## src/rtl/alu_unit.sv

```systemverilog
// alu_unit: registered signed integer ALU (add/sub/mul/div) with zero and error flags.
// Operands are sign-extended to 2*WIDTH before any arithmetic. The widened operands remove
// overflow from add and sub. They also make most-negative / -1 representable without a special case.
module alu_unit #(
    parameter int unsigned WIDTH = 8
) (
    input  logic                 clk,
    input  logic                 rst,
    input  logic [WIDTH-1:0]     in1,
    input  logic [WIDTH-1:0]     in2,
    input  logic [3:0]           op,
    input  logic                 nvalid_data,
    output logic [2*WIDTH-1:0]   out,
    output logic                 zero,
    output logic                 error
);

    localparam int unsigned W2 = 2 * WIDTH;

    localparam logic [3:0] OpAdd = 4'd0;
    localparam logic [3:0] OpSub = 4'd2;
    localparam logic [3:0] OpMul = 4'd4;
    localparam logic [3:0] OpDiv = 4'd8;

    logic signed [W2-1:0] a_ext;
    logic signed [W2-1:0] b_ext;
    logic signed [W2-1:0] div_b;
    logic                 div_by_zero;

    logic [W2-1:0] out_d,   out_q;
    logic          zero_d,  zero_q;
    logic          error_d, error_q;

    assign a_ext       = {{WIDTH{in1[WIDTH-1]}}, in1};
    assign b_ext       = {{WIDTH{in2[WIDTH-1]}}, in2};
    assign div_by_zero = (in2 == '0);
    // Feed the divider a harmless divisor on zero so it never produces X.
    assign div_b       = div_by_zero ? W2'(1) : b_ext;

    // Next-state result and flags from the current opcode and operands.
    always_comb begin
        out_d   = '0;
        error_d = 1'b0;
        unique case (op)
            OpAdd: out_d = a_ext + b_ext;
            OpSub: out_d = a_ext - b_ext;
            // The product of two sign-extended WIDTH-bit values always fits in W2 bits.
            OpMul: out_d = a_ext * b_ext;
            OpDiv: begin
                if (div_by_zero) begin
                    error_d = 1'b1;
                end else begin
                    out_d = a_ext / div_b;
                end
            end
            default: error_d = 1'b1;
        endcase
        zero_d = (out_d == '0) && !error_d;
    end

    // Output registers: reset clears, invalid data holds, otherwise capture.
    always_ff @(posedge clk) begin
        if (rst) begin
            out_q   <= '0;
            zero_q  <= 1'b0;
            error_q <= 1'b0;
        end else if (!nvalid_data) begin
            out_q   <= out_d;
            zero_q  <= zero_d;
            error_q <= error_d;
        end
    end

    assign out   = out_q;
    assign zero  = zero_q;
    assign error = error_q;

endmodule

```

## config.mk

```make
export PLATFORM = sky130hd
export DESIGN_NAME = alu_unit
export DESIGN_NICKNAME = d
export VERILOG_FILES = /design/src/rtl/alu_unit.sv
export SDC_FILE = /design/constraint.sdc
export NUM_CORES = 1
export LEC_CHECK = 0
export ABC_AREA = 1
export ABC_CLOCK_PERIOD_IN_PS = 49000
export BUFFER_PORTS_ARGS = -buffer_cell sky130_fd_sc_hd__buf_4
export CAP_MARGIN = 15
export CORE_MARGIN = 10
export CORE_UTILIZATION = 60
export CTS_BUF_LIST = sky130_fd_sc_hd__clkbuf_16
export DETAILED_ROUTE_END_ITERATION = 16
export GPL_ROUTABILITY_DRIVEN = 0
export PLACE_DENSITY = 0.78
export SETUP_SLACK_MARGIN = 0.05
export SYNTH_ARGS = -nofsm -noshare
export SYNTH_HDL_FRONTEND = slang
export SYNTH_SLANG_ARGS = --single-unit
```

## constraint.sdc

```tcl
create_clock -name clk -period 49 [get_ports clk]
set_clock_uncertainty 0.2 [all_clocks]
set_input_delay 9.8 -clock clk [delete_from_list [all_inputs] [get_ports clk]]
set_output_delay 9.8 -clock clk [all_outputs]
set_load 0.02 [all_outputs]
```

# After elaboration in Yosys (flattened, before gate mapping)
# Index checks and enable logic that the tools add are counted.
# classes
add_sub_neg	2
eq_ne	3
n_reduce_logical	6
muxes	5
n_div	1
n_mul	1
# op_table
op	count
$pmux 16 s4	1
$mux 16	2
$div 16x16->16	1
$logic_not 16->1	1
$mul 8x8->16	1
$add 8x8->9	1
$sub 8x8->9	1
$logic_not 8->1	1
$eq 4x2->1 const B	1
$eq 4x3->1 const B	1
$eq 4x4->1 const B	1
$logic_not 4->1	1
$reduce_or 3->1	1
$pmux 1 s2	1
$logic_and 1x1->1	1
$logic_not 1->1	1
$mux 1	1
# word_totals
in_bits	23
reg_bits	18

# Logic depth before layout (Yosys ltp)
# depth
word_depth	7
mapped_depth	226

# Worst setup path before layout
# Ideal clock, no wire load.
# synth_path
path_type	in2reg
startpoint	input port in2[0]
endpoint	register zero_q, in the netlist zero
t_arrival_ns	32.654
stages	210
path_buffers	9
setup_slack_ns	16.018
setup_ns	0.128
required_time_ns	48.672
cell_sequence	buf_6 > inv_4 > nand2_1 > nor2_4 > nand2_2 > inv_2 > nor2_4 > ha_1 > o21ai_0 > ha_1 > o21ai_0 > nand2_1 > nand4_1 > nand2_1 > inv_1 > ha_1 > a21o_1 > nand3_4 > (+174 left out) > nand2_1 > nand2_1 > nand2_1 > inv_1 > ha_1 > inv_1 > nor2_1 > nand3_2 > inv_1 > nand2_1 > nand2_1 > o21ai_1 > xor2_1 > or2_1 > nand3_1 > nor2_1 > nand2_1 > a21oi_1
# synth_between
elab_chain_len	7
word_cells_on_any_way	13
# synth_lines
item	line	rtl
from (decl)	10	input logic [WIDTH-1:0] in2,
$logic_not 8->1	36	assign div_by_zero = (in2 == '0);
$mux 16	38	assign div_b = div_by_zero ? W2'(1) : b_ext;
$div 16x16->16	53	out_d = a_ext / div_b;
$mux 16	50	if (div_by_zero) begin
$pmux 16 s4	44	unique case (op)
$logic_not 16->1	58	zero_d = (out_d == '0) && !error_d;
$logic_and 1x1->1 (*)	58	
to (signal assigned)	69	zero_q <= zero_d;
to (decl)	31	logic zero_d, zero_q;
# Every way passes the cells marked *; elsewhere a longest branch is shown, timed or not.
# A chain may end at the register's enable or synchronous reset.

# Worst setup path in the final report
# layout_path
startpoint	input port in2[7]
endpoint	register zero_q, in the netlist zero
# The elaborated chain is that of the path after synthesis.

==> metrics <==
IO Pins 41; antenna-violating nets left 0; Core Area 18600 um^2; first-pass iteration count of the detailed router 8; Worst EP arrival approximately 38 ns; Mapped Area 11300 um^2; Post-synth EDFFs 0; worst slew pin tran a little under 0.9 ns; RSZ-0062 raised after global routing false; met3 Track Usage GR roughly 1.8%; Detailed Route Iter0 Violations 710; Die Area 24700 um^2; Clock Latency Late Sink 0.25 ns; FFs w/ async S/R, synth 0%; Root Driver clkbuf_16; Routed WL per cell 14.5 um; most common flop cell mapped by yosys dfxtp_1; CP required 48.99 ns; hold buffer count at CTS 0; GR Util All Layers 24.2%; gr ovfl total 0; final wirelength 29900 um; share of post-route cells with drive strength above 1 10.4%; initial antenna violation count 0; initial core utilization about 60%; crit-path max FO 23; most frequent cell after synthesis nand2_1; share of Yosys cell area claimed by the top area cell type just over 20%; layer with the highest usage met2; Critical Path Sink Type flip-flop; top cells by count, synth nand2_1, inv_1, ha_1, nor2_1, nand3_1; max-slew violation count 0; Synth area leaders ha_1, nand2_1, fa_1; vias per cell 5.42; global-route wire length before repair 50300 um; Yosys top cell by area ha_1; Cells after Synth roughly 1800; vias 11200; CTS sink cnt 18; H-Tree Depth 1; CP peak stage delay roughly 0.66 ns; DRC viols 0; Worst Setup Start Kind input pin; Tmin final approximately 38 ns; Max Cap Viol 0; Net count, final 2089; Hold WC Path Type reg2reg; postcts setup bufs 0; Syn-to-layout area delta 5.49%; Setup-failing EPs final 0; Max clock buf depth 2; flops & latches, synth 18; largest net degree at the start of global routing 28; Port Buf Inserts 40; # rows 50; met1 GRT Util 31.3%; critical path class in2reg; slowest CP cell inv_1; post-cts resize count 0; fin crit share 77.0%; most used cell, CP nand2_1; yosys warns 0; vias in the first global route 10800; status finished, final reports clean; chip width 157 um; Clk pin slew, worst setup/hold paths 0.06 ns; met2 GRT Util 42.4%; HPWL after detailed placement around 25000 um; hold depth 2; Yosys cell types 57; f_max 26.5 MHz; fraction of the yosys area taken by sequential cells 3.20%; Syn Area/Cell 6.37 um^2; post-route setup TNS 0 ns; R2R depth 3; CTS tree done; final hold vios 0; Relative slew margins 40.4%; TritonCTS Buffers 3; ant diodes 0; Die Ht between 150 and 200 um
==> cell usage in the layout, fill, tap and decap left out, types with 8 or more instances in the layout <==
cell / count
inv_1: 303
nand2_2: 23
xor2_1: 48
fa_1: 57
nor2_1: 109
conb_1: 44
inv_2: 15
xnor2_1: 35
nor3_1: 16
buf_4: 42
or2_2: 32
o21ai_1: 28
o21ai_0: 68
o21ai_2: 22
a21oi_1: 77
nand3_1: 108
o211ai_1: 18
dfxtp_1: 18
nand3_2: 24
nand4_1: 12
ha_1: 186
a21o_1: 8
nand2_1: 438
==> layout make-up <==
class	instances	area (um^2)
clock buffer	3	75.1
clock inverter	1	3.75
fill	1769	6690
inverter	330	1250
multi-input combinational	1428	9590
sequential	18	360
tap	234	293
timing repair buffer	42	315
==> cells by family (layout without fill, tap and decap cells) <==
kind of cell | after synthesis | count (layout) | share of synthesized area [%]
xor+xnor | 83 | 83 | 6.45
buf+inv | 367 | 376 | 13.1
simple gates | 797 | 797 | 32.4
other cells | 2 | 44 | 0.0666
flops | 18 | 18 | 3.20
compound gates | 261 | 261 | 14.0
fa+ha+maj | 243 | 243 | 30.8
==> stage by stage <==
stage               instances  utilization, %  hold WS, ns  instance area (um^2)  worst slack [ns]
floorplan                1813               -        0.344                 11400             16.02
global placement         2052            63.6        0.265                 11800             12.56
detailed placement       2052            63.6        0.271                 11800             11.46
CTS                      2056            64.0        0.286                 11900             11.57
global route             2056            64.0        0.319                 11900              8.03
finish                   2056            64.0        0.284                 11900             11.29
==> worst max-delay path, delay by kind of cell <==
family,cells,cell delay (ns)
xor gates and xnor gates,3,0.43
and+or+nand+nor,132,12.91
AOI/OAI and AO/OA,35,5.55
adders and majority gates,16,4.63
buffers and inverters,20,4.30
==> per-layer routing <==
metal	part of all wire [%]	wire length (um)
met4	3.1	915
met3	5.0	1490
met1	45	13400
met2	47	14100
met5	0	0
==> sequential cells by signal (all words and copies together), names as in the netlist <==
name,count
out,16
error,1
zero,1
==> worst paths after layout <==
kind	slack [ns]	endpoint	start
setup reg to reg	47.99	error	error
hold / removal	0.28	out[6]	out[6]
setup / recovery	11.29	zero	in2[7]
hold reg to reg	0.28	out[6]	out[6]
Power is left out: the tool's default activity adds up to more than one toggle a clock period on the data nets, which glitch-free logic cannot reach.
